[src/rtl/ro_meas_pkg.sv]
// Shared types and constants for the RO-PUF pair measurement block.
package ro_meas_pkg;

    typedef enum logic [2:0] {
        IDLE   = 3'd0,
        SETTLE = 3'd1,
        COUNT  = 3'd2,
        DRAIN  = 3'd3,
        RESULT = 3'd4
    } ro_state_t;

    localparam int DRAIN_CYC = 3;
    localparam int CNT_W_DEF = 16;
    localparam int WIN_W_DEF = 16;

    function automatic int max_int(input int a, input int b);
        return (a > b) ? a : b;
    endfunction

endpackage

[src/rtl/ro_edge_counter.sv]
// Synchronizes one ring-oscillator output, detects its rising edges and counts them.
// RO_MEAS_SAT_EN: counter saturates at all-ones and reports it on sat.
module ro_edge_counter
    import ro_meas_pkg::*;
#(
    parameter int CNT_W = CNT_W_DEF
) (
    input  logic             clk,
    input  logic             rst,
    input  logic             ro,
    input  logic             clr,
    input  logic             cnt_en,
    output logic [CNT_W-1:0] count
`ifdef RO_MEAS_SAT_EN
    ,
    output logic             sat
`endif
);

    localparam logic [CNT_W-1:0] CNT_ONE = CNT_W'(1);

    // sync[0..1] is the two-flop synchronizer, sync[2] the edge-detect history
    logic [2:0] sync;
    logic       rise;

    always_ff @(posedge clk) begin
        if (rst) begin
            sync <= 3'b000;
        end else begin
            sync <= {sync[1:0], ro};
        end
    end

    assign rise = sync[1] & ~sync[2];

    always_ff @(posedge clk) begin
        if (rst) begin
            count <= '0;
        end else if (clr) begin
            count <= '0;
        end else if (cnt_en && rise) begin
`ifdef RO_MEAS_SAT_EN
            if (!(&count)) begin
                count <= count + CNT_ONE;
            end
`else
            count <= count + CNT_ONE;
`endif
        end
    end

`ifdef RO_MEAS_SAT_EN
    assign sat = &count;
`endif

endmodule

[src/rtl/ro_pair_counter.sv]
// Enables one RO pair, counts both for a programmable window and returns a PUF bit.
// RO_MEAS_SAT_EN: saturating counters plus an overflow output.
//
// state  | meaning
// IDLE   | waiting for start, ROs off
// SETTLE | ROs running, counting inhibited for SETTLE_CYC cycles
// COUNT  | edges counted for window_len cycles
// DRAIN  | ROs off, synchronizers flushed, edges discarded
// RESULT | response held until resp_ready
module ro_pair_counter
    import ro_meas_pkg::*;
#(
    parameter int CNT_W      = CNT_W_DEF,
    parameter int WIN_W      = WIN_W_DEF,
    parameter int SETTLE_CYC = 8
) (
    input  logic             clk,
    input  logic             rst,
    input  logic             start,
    input  logic [WIN_W-1:0] window_len,
    input  logic             ro_a,
    input  logic             ro_b,
    output logic             ro_en_a,
    output logic             ro_en_b,
    output logic             busy,
    output logic             resp_valid,
    input  logic             resp_ready,
    output logic             resp_bit,
    output logic             tie,
    output logic [CNT_W-1:0] count_a,
    output logic [CNT_W-1:0] count_b
`ifdef RO_MEAS_SAT_EN
    ,
    output logic             overflow
`endif
);

    // timer must hold the settle, window and drain reloads
    localparam int TMR_W = max_int(WIN_W, 8);
    localparam logic [TMR_W-1:0] TMR_ONE   = TMR_W'(1);
    localparam logic [TMR_W-1:0] SETTLE_LD = TMR_W'(SETTLE_CYC - 1);
    localparam logic [TMR_W-1:0] DRAIN_LD  = TMR_W'(DRAIN_CYC - 1);

    ro_state_t        state, state_nxt;
    logic [TMR_W-1:0] tmr, tmr_nxt;
    logic [WIN_W-1:0] win_q;
    logic             load_win;
    logic             clr_cnt;
    logic             latch_res;
    logic             cnt_en;

    always_ff @(posedge clk) begin
        if (rst) begin
            state <= IDLE;
            tmr   <= '0;
            win_q <= '0;
        end else begin
            state <= state_nxt;
            tmr   <= tmr_nxt;
            if (load_win) begin
                win_q <= window_len;
            end
        end
    end

    always_comb begin
        state_nxt = state;
        tmr_nxt   = tmr;
        load_win  = 1'b0;
        clr_cnt   = 1'b0;
        latch_res = 1'b0;
        case (state)
            IDLE: begin
                if (start) begin
                    state_nxt = SETTLE;
                    tmr_nxt   = SETTLE_LD;
                    load_win  = 1'b1;
                    clr_cnt   = 1'b1;
                end
            end
            SETTLE: begin
                if (tmr == '0) begin
                    if (win_q == '0) begin
                        state_nxt = DRAIN;
                        tmr_nxt   = DRAIN_LD;
                    end else begin
                        state_nxt = COUNT;
                        tmr_nxt   = TMR_W'(win_q) - TMR_ONE;
                    end
                end else begin
                    tmr_nxt = tmr - TMR_ONE;
                end
            end
            COUNT: begin
                if (tmr == '0) begin
                    state_nxt = DRAIN;
                    tmr_nxt   = DRAIN_LD;
                end else begin
                    tmr_nxt = tmr - TMR_ONE;
                end
            end
            DRAIN: begin
                if (tmr == '0) begin
                    state_nxt = RESULT;
                    latch_res = 1'b1;
                end else begin
                    tmr_nxt = tmr - TMR_ONE;
                end
            end
            RESULT: begin
                if (resp_ready) begin
                    state_nxt = IDLE;
                end
            end
            default: begin
                state_nxt = IDLE;
            end
        endcase
    end

    assign cnt_en     = (state == COUNT);
    assign ro_en_a    = (state == SETTLE) || (state == COUNT);
    assign ro_en_b    = (state == SETTLE) || (state == COUNT);
    assign busy       = (state != IDLE);
    assign resp_valid = (state == RESULT);

`ifdef RO_MEAS_SAT_EN
    logic sat_a, sat_b;
    logic ovf_q;
`endif

    ro_edge_counter #(.CNT_W(CNT_W)) u_cnt_a (
        .clk    (clk),
        .rst    (rst),
        .ro     (ro_a),
        .clr    (clr_cnt),
        .cnt_en (cnt_en),
        .count  (count_a)
`ifdef RO_MEAS_SAT_EN
        ,
        .sat    (sat_a)
`endif
    );

    ro_edge_counter #(.CNT_W(CNT_W)) u_cnt_b (
        .clk    (clk),
        .rst    (rst),
        .ro     (ro_b),
        .clr    (clr_cnt),
        .cnt_en (cnt_en),
        .count  (count_b)
`ifdef RO_MEAS_SAT_EN
        ,
        .sat    (sat_b)
`endif
    );

    // counts are frozen during DRAIN, so the compare is taken on its last cycle
    always_ff @(posedge clk) begin
        if (rst) begin
            resp_bit <= 1'b0;
            tie      <= 1'b0;
        end else if (latch_res) begin
            resp_bit <= (count_a > count_b);
            tie      <= (count_a == count_b);
        end
    end

`ifdef RO_MEAS_SAT_EN
    always_ff @(posedge clk) begin
        if (rst) begin
            ovf_q <= 1'b0;
        end else if (clr_cnt) begin
            ovf_q <= 1'b0;
        end else if (latch_res) begin
            ovf_q <= sat_a | sat_b;
        end
    end

    assign overflow = ovf_q;
`endif

endmodule

[config.mk]
export PLATFORM = sky130hd
export DESIGN_NAME = ro_pair_counter
export DESIGN_NICKNAME = d
export VERILOG_FILES = /design/src/rtl/ro_meas_pkg.sv /design/src/rtl/ro_edge_counter.sv /design/src/rtl/ro_pair_counter.sv
export SDC_FILE = /design/constraint.sdc
export NUM_CORES = 1
export LEC_CHECK = 0
export CAP_MARGIN = 10
export CORE_ASPECT_RATIO = 0.9
export CORE_MARGIN = 3
export CORE_UTILIZATION = 59
export DETAILED_ROUTE_END_ITERATION = 6
export MAX_ROUTING_LAYER = met4
export PLACE_DENSITY = 0.94
export SKIP_LAST_GASP = 1
export SLEW_MARGIN = 20
export SYNTH_ARGS = -nofsm -noshare
export SYNTH_HDL_FRONTEND = slang
export SYNTH_SLANG_ARGS = --single-unit
[constraint.sdc]
create_clock -name clk -period 4.63 [get_ports clk]
set_input_delay 0.6945 -clock clk [delete_from_list [all_inputs] [get_ports clk]]
set_output_delay 0.6945 -clock clk [all_outputs]
set_load 0.005 [all_outputs]
==> flow_summary.yaml <==
final_layout:
  layout.nets: 591
  antenna_cells: 0
  final_cells: 643
  syn2layout_area_growth_pct: 20.3
  fillCellCount: 459
  layout-drive-gt1-share_pct: 5.97
run_status:
  status: "complete, no violations"
setup_path:
  worstSetupPathType: "flip-flop to flip-flop"
  cp_slowest_cell: "or2_0"
  slowest_delay_ns: 0.54
  cp_data_arrival_time_ns: 2.97
  cp_cell_sequence: "inv_1 -> ha_1 -> nor4b_1 -> and4_1 -> maj3_1 -> or2_0 -> o32ai_1 -> a22o_1"
  critPathCaptureType: "flip-flop"
  cp.required_ns: 4.87
  cp_max_fo: 10
  crit_path_start_kind: "flip-flop"
routing:
  dr.pass1.iters: 5
  totalWireLength_mm: 9.80
  via_count: 3808
  ant_nets: 0
  routedWlPerCell_um: 15.2
  drt_iter0_drc: 344
  drc_errors: 0
  viasPerCell: 5.92
logic_synthesis:
  yosysWarnings: 0
  syn_area_per_cell_um2: 8.15
  netlist_area_mm2: 0.00406
  syn_inst: 498
  synth_nets: 540
  ys_seq_area_share_pct: 37.0
  synthArstFlopShare_pct: 0
  synth_edf_count: 0
  ys_types: 55
  synth_ff_type: "dfxtp_1"
  ys_ff_latch: 75
timing:
  fin_tns_setup_ns: 0
  final_hold_viol_count: 0
  period_minus_slack_ns: 2.73
  worst_slew_pin_slew_ns: 0.929
  fin_skew_ns: 0.0129
  setup_viol: 0
  layout_setup_ws_ns: 1.90
  maxSlewViolCount: 0
  period_share_pct: 58.9
  max_freq_mhz: 366
  slew_headroom_pct: 37.8
  rsz0062_at_grt: "no"
min_path:
  min_path_type: "flip-flop to flip-flop"
global_routing:
  grt_max_degree: 33
  grt_pass1_wl_mm: 16.9
  grtUsageTotal_pct: 27.0
  grt_pass1_vias: 3634
  grt.overflow.total: 0
  antenna_found_initial: 0
job:
  drv_cap: 0
clock_network:
  htreeDepth: 3
  clk_path_buf_depth: 2
  root_buffer: "clkbuf_8"
  holdBufCountCts: 0
  clkLatencyLatePin_ns: 0.35
  cts_setup_buffers: 0
  cts_resized: 0
  cts_sinks: 75
  clkTransAtPathRegs_ns: 0.07
  cts_tree: "done"
  cts_made_buffers: 9
power_and_ir_drop:
  leakagePower_nw: 1.84
  powerDensity_mw_per_mm2: 481
  finalPower_mw: 2.35
  peakVddDrop_v: 0.000370
die:
  die_area_mm2: 0.00791
  rows: 28
  coreArea_mm2: 0.00662
  die_h_um: 84.7
  ios: 60
  die_w_um: 93.4
  start_util_pct: 61.3
placement:
  place_congestion: 0.962
  placed_cells: 628
  io_buffer_count: 59
  place_worst_setup_slack_ns: 1.78
  dpl.hpwl_mm: 7.18
-- metrics by stage --
step	instance area [um2]	hold WS (ns)	util, %
6_report	4880	0.463	73.7
5_1_grt	4880	0.474	73.7
4_1_cts	4880	0.465	73.7
3_5_place_dp	4660	0.439	70.4
3_3_place_gp	4660	0.425	70.4
2_1_floorplan	4060	0.414	-
-- final timing paths --
path / slack [ns] / startpoint / end / depth (start not counted)
setup / recovery: 1.90 / tmr[0] / tmr[5] / 8
hold / removal: 0.46 / u_cnt_a.sync[0] / u_cnt_a.sync[1] / 1
setup reg to reg: 1.90 / tmr[0] / tmr[5] / 8
hold reg to reg: 0.46 / u_cnt_a.sync[0] / u_cnt_a.sync[1] / 1
-- final cells by class --
type	count	area, um2	area share, %
clock buffer	11	141	2.90
clock inverter	4	73.8	1.51
inverter	28	105	2.15
timing repair buffer	60	598	12.3
tap	90	113	2.31
sequential	75	1500	30.8
multi-input combinational	375	2350	48.1
-- kinds of logic after synthesis --
group	after synthesis	synth area share, %
fa+ha+maj	21	6.42
xor+xnor	47	10.1
compound gates	95	15.1
flops	75	37.0
mux	1	0.247
simple gates	211	25.9
buf+inv	48	5.18
-- synthesized netlist by cell type (all sizes together), types with 2 or more instances --
| cell type | n | area, um2 |
|---|---|---|
| nor2 | 57 | 214 |
| a31oi | 2 | 12.5 |
| a21oi | 34 | 170 |
| nand2 | 60 | 225 |
| inv | 28 | 105 |
| nor4 | 7 | 43.8 |
| a22o | 8 | 70.1 |
| o22ai | 11 | 68.8 |
| buf | 7 | 56.3 |
| and2 | 4 | 25.0 |
| a21o | 6 | 45.0 |
| or3 | 11 | 68.8 |
| or2 | 5 | 31.3 |
| xnor2 | 30 | 263 |
| dfxtp | 75 | 1500 |
| nand2b | 2 | 12.5 |
| nor3b | 2 | 20.0 |
| ha | 20 | 250 |
| o41ai | 3 | 26.3 |
| and4 | 2 | 17.5 |
| xor2 | 17 | 149 |
| o21a | 3 | 22.5 |
| nor3 | 12 | 70.1 |
| nand3 | 15 | 75.1 |
| a32oi | 2 | 17.5 |
| or4b | 3 | 37.5 |
| clkbuf | 13 | 48.8 |
| and3 | 4 | 25.0 |
| o21ai | 17 | 96.3 |
| nand4 | 12 | 81.3 |
| nor2b | 11 | 68.8 |
| o221a | 2 | 22.5 |
-- flip-flops by register name, summed over array words and instances (netlist names) --
signal,cells
u_cnt_b.count,16
u_cnt_b.sync,3
state,3
u_cnt_a.sync,3
u_cnt_a.count,16
resp_bit,1
win_q,16
tie,1
tmr,16
-- layer usage --
layer  global-route usage [%]  up-vias  share of wire (%)
met2                     41.3      205                 47
li1                         -     1828                  -
met1                     35.2     1744                 43
met4                     10.5        0                2.9
met3                     5.29       31                7.8
met5                        -        -                  0
-- worst max-delay path: cells and delay by family (launching register included) --
family,cells,cell delay (ns)
simple gates,3,1.25
fa+ha+maj,2,0.51
buf+inv,1,0.08
compound gates,2,0.41
flops,1,0.37
-- placed cells by master (no fill, tap or decap), drive strengths merged, types with 5 or more instances in the layout --
master | Yosys | layout
xnor2 | 30 | 30
nor3 | 12 | 12
xor2 | 17 | 17
clkdlybuf4s50 | 0 | 59
a21oi | 34 | 34
nor2b | 11 | 11
or3 | 11 | 11
clkbuf | 13 | 11
o22ai | 11 | 11
nor4 | 7 | 7
nand3 | 15 | 15
or2 | 5 | 5
a21o | 6 | 6
nand2 | 60 | 60
o21ai | 17 | 17
ha | 20 | 20
a22o | 8 | 8
dfxtp | 75 | 75
inv | 28 | 29
nor2 | 57 | 57
nand4 | 12 | 12
-- where the power goes --
| group | internal [mW] | total (mW) | switching, mW | leakage [nW] |
|---|---|---|---|---|
| clock network | 0.317 | 0.557 | 0.240 | 0.110 |
| logic | 0.400 | 0.979 | 0.579 | 1.12 |
| registers | 0.714 | 0.812 | 0.0980 | 0.609 |
(Power assumes the default switching activity.)
